File: src/rtl/imm_seq_ctrl.sv
// imm_seq_ctrl
//   Control sequencer for the immediate-class instructions ldi, addi, andi
//   and ori. Walks the fetch (T0..T2), decode (DEC) and execute (T3..T5)
//   steps, producing one-hot-per-step datapath strobes as a Moore machine.
//   Waits in T1 for mem_ready, gives up after TMO cycles, traps unknown
//   opcodes, and can chain straight from T5 into the next T0.
//
// Ports
//   clk        rising-edge clock
//   clear      asynchronous reset, active low
//   start      request to fetch/execute one instruction at the current PC
//   ir_op      opcode field of IR, valid from the cycle after T2
//   mem_ready  memory read data valid on the MDR input
//   PCout, IncPC, MARin, Zin, Zlowout, PCin   datapath strobes
//   Read, MDRin, MDRout, IRin                 memory / IR strobes
//   Gra, Grb, Rin, BAout, Yin, Cout           register-select strobes
//   alu_op     ALU operation select, non-zero only in T4
//   busy       high in every state except IDLE
//   done       one-cycle pulse in T5
//   fault      one-cycle pulse after a read timeout or an illegal opcode
module imm_seq_ctrl #(
  parameter int              OP_W     = 5,
  parameter logic [OP_W-1:0] OPC_LDI  = 5'b00101,
  parameter logic [OP_W-1:0] OPC_ADDI = 5'b01100,
  parameter logic [OP_W-1:0] OPC_ANDI = 5'b01101,
  parameter logic [OP_W-1:0] OPC_ORI  = 5'b01110,
  parameter logic [OP_W-1:0] ALU_ADD  = 5'b00011,
  parameter logic [OP_W-1:0] ALU_AND  = 5'b00101,
  parameter logic [OP_W-1:0] ALU_OR   = 5'b00110,
  parameter int              TMO      = 8
) (
  input  logic            clk,
  input  logic            clear,
  input  logic            start,
  input  logic [OP_W-1:0] ir_op,
  input  logic            mem_ready,
  output logic            PCout,
  output logic            IncPC,
  output logic            MARin,
  output logic            Zin,
  output logic            Zlowout,
  output logic            PCin,
  output logic            Read,
  output logic            MDRin,
  output logic            MDRout,
  output logic            IRin,
  output logic            Gra,
  output logic            Grb,
  output logic            Rin,
  output logic            BAout,
  output logic            Yin,
  output logic            Cout,
  output logic [OP_W-1:0] alu_op,
  output logic            busy,
  output logic            done,
  output logic            fault
);

  localparam logic [3:0] IDLE  = 4'd0;
  localparam logic [3:0] T0    = 4'd1;
  localparam logic [3:0] T1    = 4'd2;
  localparam logic [3:0] T2    = 4'd3;
  localparam logic [3:0] DEC   = 4'd4;
  localparam logic [3:0] T3    = 4'd5;
  localparam logic [3:0] T4    = 4'd6;
  localparam logic [3:0] T5    = 4'd7;
  localparam logic [3:0] FAULT = 4'd8;

  localparam int             CNT_W    = $clog2(TMO + 1);
  // Counter value seen in the last permitted T1 cycle.
  localparam logic [CNT_W-1:0] CNT_LAST = CNT_W'(TMO - 1);

  logic [3:0]       state;
  logic [3:0]       next_state;
  logic [CNT_W-1:0] wait_cnt;
  logic [OP_W-1:0]  alu_reg;
  logic             dec_ok;
  logic [OP_W-1:0]  dec_alu;
  logic             first_t1;

  // Returns {legal, alu code}; ldi shares the add path since BAout reads R0 as zero.
  function automatic logic [OP_W:0] decode_op(input logic [OP_W-1:0] op);
    if (op == OPC_LDI || op == OPC_ADDI) return {1'b1, ALU_ADD};
    else if (op == OPC_ANDI)             return {1'b1, ALU_AND};
    else if (op == OPC_ORI)              return {1'b1, ALU_OR};
    else                                 return {1'b0, {OP_W{1'b0}}};
  endfunction

  assign {dec_ok, dec_alu} = decode_op(ir_op);

  always_ff @(posedge clk or negedge clear) begin
    if (!clear) begin
      state    <= IDLE;
      wait_cnt <= '0;
      alu_reg  <= '0;
    end else begin
      state <= next_state;
      // Held at zero outside T1, so it is already clear on entry.
      if (state == T1) wait_cnt <= wait_cnt + CNT_W'(1);
      else             wait_cnt <= '0;
      if (state == DEC) alu_reg <= dec_alu;
    end
  end

  always_comb begin
    next_state = state;
    case (state)
      IDLE:    if (start) next_state = T0;
      T0:      next_state = T1;
      T1: begin
        if (mem_ready)                  next_state = T2;
        else if (wait_cnt == CNT_LAST)  next_state = FAULT;
      end
      T2:      next_state = DEC;
      DEC:     next_state = dec_ok ? T3 : FAULT;
      T3:      next_state = T4;
      T4:      next_state = T5;
      T5:      next_state = start ? T0 : IDLE;
      FAULT:   next_state = IDLE;
      default: next_state = IDLE;
    endcase
  end

  // The PC update happens once, in the first T1 cycle, however long the read waits.
  assign first_t1 = (state == T1) && (wait_cnt == '0);

  always_comb begin
    PCout   = 1'b0;
    IncPC   = 1'b0;
    MARin   = 1'b0;
    Zin     = 1'b0;
    Zlowout = 1'b0;
    PCin    = 1'b0;
    Read    = 1'b0;
    MDRin   = 1'b0;
    MDRout  = 1'b0;
    IRin    = 1'b0;
    Gra     = 1'b0;
    Grb     = 1'b0;
    Rin     = 1'b0;
    BAout   = 1'b0;
    Yin     = 1'b0;
    Cout    = 1'b0;
    alu_op  = '0;
    done    = 1'b0;
    fault   = 1'b0;
    case (state)
      T0: begin
        PCout = 1'b1;
        MARin = 1'b1;
        IncPC = 1'b1;
        Zin   = 1'b1;
      end
      T1: begin
        Zlowout = first_t1;
        PCin    = first_t1;
        Read    = 1'b1;
        MDRin   = 1'b1;
      end
      T2: begin
        MDRout = 1'b1;
        IRin   = 1'b1;
      end
      T3: begin
        Grb   = 1'b1;
        BAout = 1'b1;
        Yin   = 1'b1;
      end
      T4: begin
        Cout   = 1'b1;
        Zin    = 1'b1;
        alu_op = alu_reg;
      end
      T5: begin
        Zlowout = 1'b1;
        Gra     = 1'b1;
        Rin     = 1'b1;
        done    = 1'b1;
      end
      FAULT:   fault = 1'b1;
      default: ;
    endcase
  end

  assign busy = (state != IDLE);

endmodule

File: config.mk
export PLATFORM = sky130hd
export DESIGN_NAME = imm_seq_ctrl
export DESIGN_NICKNAME = d
export VERILOG_FILES = /design/src/rtl/imm_seq_ctrl.sv
export SDC_FILE = /design/constraint.sdc
export NUM_CORES = 1
export LEC_CHECK = 0
export BUFFER_PORTS_ARGS = -buffer_cell sky130_fd_sc_hd__buf_4
export CORE_ASPECT_RATIO = 1.1
export CORE_UTILIZATION = 43
export CTS_BUF_LIST = sky130_fd_sc_hd__clkbuf_8
export CTS_CLUSTER_SIZE = 28
export DETAILED_ROUTE_END_ITERATION = 16
export PLACE_DENSITY = 0.77
export SLEW_MARGIN = 20
export SYNTH_ARGS = -nofsm -noshare
export SYNTH_HDL_FRONTEND = slang
export SYNTH_SLANG_ARGS = --single-unit
File: constraint.sdc
create_clock -name clk -period 1.7 [get_ports clk]
set_input_delay 0.17 -clock clk [delete_from_list [all_inputs] [get_ports clk]]
set_output_delay 0.17 -clock clk [all_outputs]
set_load 0.01 [all_outputs]
Yosys cells after proc, flatten, opt, wreduce, memory -nomap -nowiden. Cells that the tools add are included.

Muxes and demuxes: 21. Equality and inequality tests: 15. $add $sub $neg: 1. Reduce and logical (&&, ||, !) cells: 7.

Operator list (number): $pmux 4 s8 (1); $eq 4x3->1 const B (5); $mux 4 (5); $mux 6 (3); $eq 5x4->1 const B (3); $mux 1 (10); $eq 4x2->1 const B (2); $logic_not 4->1 (2); $eq 5x3->1 const B (1); $mux 5 (1); $add 4x1->4 const B (1); $eq 4x1->1 const B (1); $eq 4x4->1 const B (1); $reduce_bool 4->1 (1); $ne 3x2->1 const B (1); $ne 2x2->1 const B (1); $pmux 1 s2 (1); $reduce_and 2->1 (1); $reduce_or 2->1 (1); $logic_and 1x1->1 (1); $logic_or 1x1->1 (1).

Bits in registers: 13. Bits of input ports: 9. Output and inout bits: 24.

Longest topological paths before layout. Gate-level depths: netlist of the first run.

Depth after elaboration: 6. Mapped depth: 5. Depth with buffers taken out: 5.

Least setup slack after synthesis of the first run. Ideal clock, no wire load.

Kind: flip-flop to output port. From: register state[0]. To: output port Zlowout. Required time: 1.530 ns. Slack: -0.043 ns. Path buffers: 1. Arrival: 1.573 ns. Cell stages (with the launch flop): 5. Path through: dfrtp_1 -> or4b_1 -> buf_2 -> nor4b_4 -> or2_1.

Word-level cells in the longest chain between the ends: 3. Elaborated cells between the ends (all ways): 4.

RTL lines: start: declaration (line 73) `logic [3:0] state;`; start signal: assignment (line 97) `state <= next_state;`; $eq 4x2->1 (line 125, 147); $logic_and 1x1->1 (line 125) `assign first_t1 = (state == T1) && (wait_cnt == '0);`; $pmux 1 s2 (*) (line 147) `case (state)`; end: declaration (line 41) `output logic Zlowout,`.

Every way passes the cells marked *; elsewhere a longest branch is shown, timed or not.

Final worst setup path of the first run. Same ends and word-level chain as after synthesis.

==> out/metrics.csv, run 1 <==
metric;value;unit
FMAX;541;MHz
routed vias;684;
chip height;45.9;um
final period utilization;109;%
Ant. Diodes;0;
#FFs+latches synth;11;
failing checks;setup timing;
final worst path period need;1850;ps
Most used DFF post-synth;dfrtp_1;
synth-to-layout area growth;46.8;%
Net count, final;127;
GRT Total Usage;18.6;%
critical path fanouts, max;2;
worst skew pair latency;240;ps
Worst VDD drop;0.000957;V
boundary pin count;33;
worst hold path type;input port to flip-flop;
core area;0.00160;mm^2
hpwl dp;1320;um
CTS tree;yes;
crit path launch type;flip-flop;
ys async rst share;100;%
Synth top area share;36.5;%
Critical Path RT;1530;ps
Starting DRT DRC Count;14;
number of synthesized flops with an enable pin;0;
pwr dens;1600;mW/mm^2
Final Skew;1.98;ps
cts bufs inserted;3;
root buffer cell;clkbuf_8;
Post-route DRC;0;
Final setup violation count;5;
Cells after Synth;83;
Die X;41.9;um
number of global-route vias before repair;615;
FP Rows;15;
iteration count of the initial detailed-routing pass;4;
Starting Density;47.2;%
Finished Layout Cells;132;
Slew Viols, Final;0;
crit end category;output port;
final hold viol count;0;
Remaining Overflow, GRT;0;
Clock Path Buffers;2;
area leader, netlist;dfrtp_1;
post-DR wirelength/cell;13.6;um
pin count of the biggest net entering global routing;12;
post-synthesis sequential area ratio;36.5;%
RSZ-0062 raised after global routing;true;
Final ANT Viol Nets;0;
Final Wtd Congestion;0.802;
first-pass GRT wire length;2560;um
Distinct cells, synth;36;
Via-to-Cell Ratio;5.18;
final setup margin;-147;ps
Comb power frac;62.9;%
Sw Ratio;35.9;%
Ys Warns;0;
count of input and output buffers;30;
Clk network pwr share;14.1;%
Psw;638;uW
Worst-path clk slew;50;ps
H-tree depth;1;
fin util;69.3;%
CP arrival;1680;ps
layout cells sized above 1;48.7;%
sequential share of power;23.0;%
Pint;1140;uW
initial antenna violation count;0;
Placed Instances;124;
Mean Syn Cell Area;9.07;um^2
setup TNS;-386;ps
Pleak;0.000555;uW
Setup CP Type;flip-flop to output port;
Total Power;1770;uW
DRT Wirelength;1790;um
total clock sinks;11;
Die ar.;0.00192;mm^2
status;finished, violations left;
mapped cell area;753;um^2
synth top area cells;dfrtp_1 37%, buf_4 10%, nor2_1 6.0%;
max_cap viols;0;
critical path, stage by stage, from the launching register on:
cell     delay, ps
dfrtp_1        370
or4b_4         560
nor4b_4        270
or2_1          130
buf_4          110
worst paths after layout:
path                                        start                      to  slack (ps)  cells past startpoint
max in group asynchronous                   clear    state[3]$_DFFE_PN0P_        1240                      2
max                          state[0]$_DFFE_PN0P_                 Zlowout        -150                      4
min                                      ir_op[1]  alu_reg[0]$_DFFE_PN0N_         160                      2
min in group asynchronous                   clear  alu_reg[2]$_DFFE_PN0N_         310                      2
max reg2reg                  state[0]$_DFFE_PN0P_    state[3]$_DFFE_PN0P_           0                      6
min reg2reg                alu_reg[2]$_DFFE_PN0N_  alu_reg[2]$_DFFE_PN0N_         470                      2
power by group through the flow:
| stage | logic (uW) | clock network (uW) | registers (uW) |
|---|---|---|---|
| finish | 1120 | 250 | 408 |
| global route | 1200 | 266 | 422 |
| CTS | 944 | 256 | 407 |
| detailed placement | 890 | 0 | 409 |
| global placement | 875 | 0 | 405 |
| floorplan | 541 | 0 | 429 |
routing by layer:
layer	part of all wire, %	track usage, %	vias to the layer above	wire length [um]
met2	54	33.8	30	969
met3	5.3	5.95	8	95
met4	3.0	12.9	0	53
met5	0	0	-	0
met1	37	18.4	311	670
li1	-	-	335	-
layout by cell type (no fill, tap or decap), types with 2 or more instances in the layout:
cell type / instances
nor3_1: 3
buf_4: 32
dfrtp_1: 11
or2b_4: 2
nand2_1: 5
xnor2_1: 2
clkbuf_8: 3
nor2_4: 2
a31oi_1: 2
conb_1: 2
nor2_1: 10
buf_6: 6
ha_1: 2
inv_1: 4
o41ai_1: 2
and2_1: 4
cells in the mapped netlist, types with 2 or more instances:
cell type / count
a31oi_1: 2
and2_1: 4
buf_4: 10
dfrtp_1: 11
ha_1: 2
inv_1: 4
nand2_1: 5
nor2_1: 12
nor3_1: 4
o41ai_1: 2
xnor2_1: 2
cell families (layout without fill, tap and decap cells):
group | count (synthesis) | count (layout) | synth area share, %
simple gates | 39 | 39 | 31.4
buf+inv | 16 | 47 | 13.1
fa+ha+maj | 2 | 2 | 3.32
flops | 11 | 11 | 36.5
other cells | 1 | 2 | 0.498
mux | 1 | 1 | 1.33
compound gates | 10 | 10 | 10.3
xor+xnor | 3 | 3 | 3.49
per-stage QoR:
step	setup WS (ps)	hold slack, ps	cell area [um^2]
final	-147	161	1110
after CTS	-157	161	1030
after global placement	52.7	9.77	957
after global routing	-224	175	1110
after detailed placement	10.1	9.85	957
after floorplan	-42.9	-126	757
layout make-up:
| class | count | area (um^2) |
|---|---|---|
| Tap cell | 17 | 21.3 |
| Timing Repair Buffer | 39 | 318 |
| Sequential cell | 11 | 275 |
| Inverter | 4 | 17.5 |
| Clock buffer | 3 | 41.3 |
| Multi-Input combinational cell | 57 | 429 |
| Clock inverter | 1 | 3.75 |
| Fill cell | 119 | 489 |
timing repair:
item	in CTS	in global routing
buffers inserted	0	3
gates resized for setup	6	14
hold endpoints to repair	11	0
hold buffers	1	0
endpoints found under the setup margin	14	14
pin swaps	0	4
No activity file was read; power rests on OpenSTA's default activity.
==> run 2, diff against run 1 <==
--- a/config.mk
+++ b/config.mk
@@ -5,8 +5,8 @@
 export SDC_FILE = /design/constraint.sdc
 export NUM_CORES = 1
 export LEC_CHECK = 0
-export BUFFER_PORTS_ARGS = -buffer_cell sky130_fd_sc_hd__buf_4
-export CORE_ASPECT_RATIO = 1.1
+export BUFFER_PORTS_ARGS = -buffer_cell sky130_fd_sc_hd__buf_2
+export CORE_ASPECT_RATIO = 1.25
 export CORE_UTILIZATION = 43
 export CTS_BUF_LIST = sky130_fd_sc_hd__clkbuf_8
 export CTS_CLUSTER_SIZE = 28
==> out/metrics.csv, run 2 (synthesis gave the netlist of run 1 again) <==
metric;value;unit;change
status;finished, violations left;;
failing checks;setup timing;;
most common cell after layout, fill and taps aside;buf_2;;
final period utilization;106;%;-2.8 points
pwr dens;1570;mW/mm^2;-1.9%
H-tree depth;1;;unchanged
CTS tree;yes;;
Pleak;0.000540;uW;-2.7%
Slew Viols, Final;0;;unchanged
hpwl dp;1200;um;-8.7%
total clock sinks;11;;unchanged
boundary pin count;33;;unchanged
core area;0.00160;mm^2;+0.39%
worst hold path type;input port to flip-flop;;
number of global-route vias before repair;583;;-5.2%
first-pass GRT wire length;2530;um;-1.3%
setup TNS;-148;ps;+239 ps
post-DR wirelength/cell;12.0;um;-12%
final setup margin;-99.0;ps;+48.2 ps
final worst path period need;1800;ps;-48.2 ps
DRT Wirelength;1560;um;-13%
Die ar.;0.00192;mm^2;about the same
Starting Density;47.0;%;-0.18 points
root buffer cell;clkbuf_8;;
Critical Path RT;1530;ps;about the same
count of input and output buffers;30;;unchanged
cts bufs inserted;3;;unchanged
worst hold slack;185;ps;+24.0 ps
RSZ-0062 raised after global routing;true;;
crit path launch type;flip-flop;;
GRT Total Usage;19.0;%;+0.34 points
post-CTS setup buffer count;0;;unchanged
crit end category;output port;;
FF-to-FF setup slack;70;ps;+70 ps
crit-path cells;or4b_4, nor4b_4, or2_1, buf_2;;
FP Rows;16;;+1
area post-placement;883;um^2;-7.7%
worst skew pair latency;240;ps;about the same
critical path fanouts, max;2;;unchanged
pin count of the biggest net entering global routing;12;;unchanged
Net count, final;124;;-2.4%
Worst-path clk slew;50;ps;about the same
Final ANT Viol Nets;0;;unchanged
Remaining Overflow, GRT;0;;unchanged
Worst VDD drop;0.000884;V;-7.7%
Max stage delay on crit path;560;ps;about the same
Final Wtd Congestion;0.791;;-1.4%
layout cells sized above 1;50.0;%;+1.3 points
synth-to-layout area growth;33.9;%;
Final Skew;5.69;ps;+3.71 ps
Via-to-Cell Ratio;4.94;;-4.7%
Clock Path Buffers;2;;unchanged
final instance area;0.00101;mm^2;-8.8%
Ant. Diodes;0;;unchanged
Setup CP Type;flip-flop to output port;;
FMAX;556;MHz;+2.7%
Starting DRT DRC Count;8;;-6
Die X;39.4;um;-5.9%
routed vias;642;;-6.1%
chip height;48.8;um;+6.3%
Final setup violation count;4;;-1
Total Power;1590;uW;-11%
Post-route DRC;0;;unchanged
final hold viol count;0;;unchanged
iteration count of the initial detailed-routing pass;2;;-2
CP arrival;1630;ps;-50 ps
max_cap viols;0;;unchanged
most frequent cells in the layout;28 x buf_2, 11 x dfrtp_1, 9 x nor2_1;;
DP Worst Slack;0.375;ps;-9.71 ps
initial antenna violation count;0;;unchanged
Worst path slowest cell;or4b_4;;
-- run 2: report_power, final --
part	switching (uW)	total [uW]	internal, uW	leakage [uW]
registers	55.7	408	352	0.000148
logic	456	931	475	0.000366
clock network	89.9	248	158	0.0000269
total	601	1590	985	0.000540
-- run 2: repair_timing --
item | 4_1_cts | 5_1_grt
hold buffers | 1 | 0
resized for setup | 7 | 10
hold endpoints to repair | 11 | 0
setup endpoints to repair | 13 | 14
pin swaps | 3 | 4
-- run 2: worst max-delay path, delay by kind of cell, from the launching register on --
kind | cells | cell delay [ps]
and+or+nand+nor | 3 | 900
DFF | 1 | 370
buffers and inverters | 1 | 120
-- run 2: per-stage QoR --
step / utilization [%] / instances
finish: 63.0 / 130
global route: 63.0 / 130
CTS: 60.2 / 130
floorplan: - / 84
global placement: 55.2 / 125
detailed placement: 55.2 / 125
-- run 2: routing by layer --
layer / part of all wire (%) / track usage (%) / up-vias
li1: - / - / 328
met1: 43 / 24.2 / 289
met2: 51 / 29.5 / 21
met3: 4.1 / 2.74 / 4
met4: 2.0 / 10.3 / 0
met5: 0 / 0 / -
-- run 2: final cells by class --
| type | instances | area, um^2 |
|---|---|---|
| Sequential cell | 11 | 275 |
| Clock buffer | 3 | 41.3 |
| Fill cell | 144 | 593 |
| Inverter | 4 | 15.0 |
| Clock inverter | 1 | 3.75 |
| Tap cell | 18 | 22.5 |
| Timing Repair Buffer | 36 | 214 |
| Multi-Input combinational cell | 57 | 437 |
-- run 2: worst paths after layout --
path	startpoint	to	cells after the start
max	state[3]$_DFFE_PN0P_	Zlowout	4
max reg2reg	state[3]$_DFFE_PN0P_	state[3]$_DFFE_PN0P_	5
min reg2reg	alu_reg[1]$_DFFE_PN0N_	alu_reg[1]$_DFFE_PN0N_	2
min	ir_op[1]	alu_reg[0]$_DFFE_PN0N_	2
max in group asynchronous	clear	wait_cnt[1]$_DFF_PN0_	2
min in group asynchronous	clear	alu_reg[2]$_DFFE_PN0N_	2
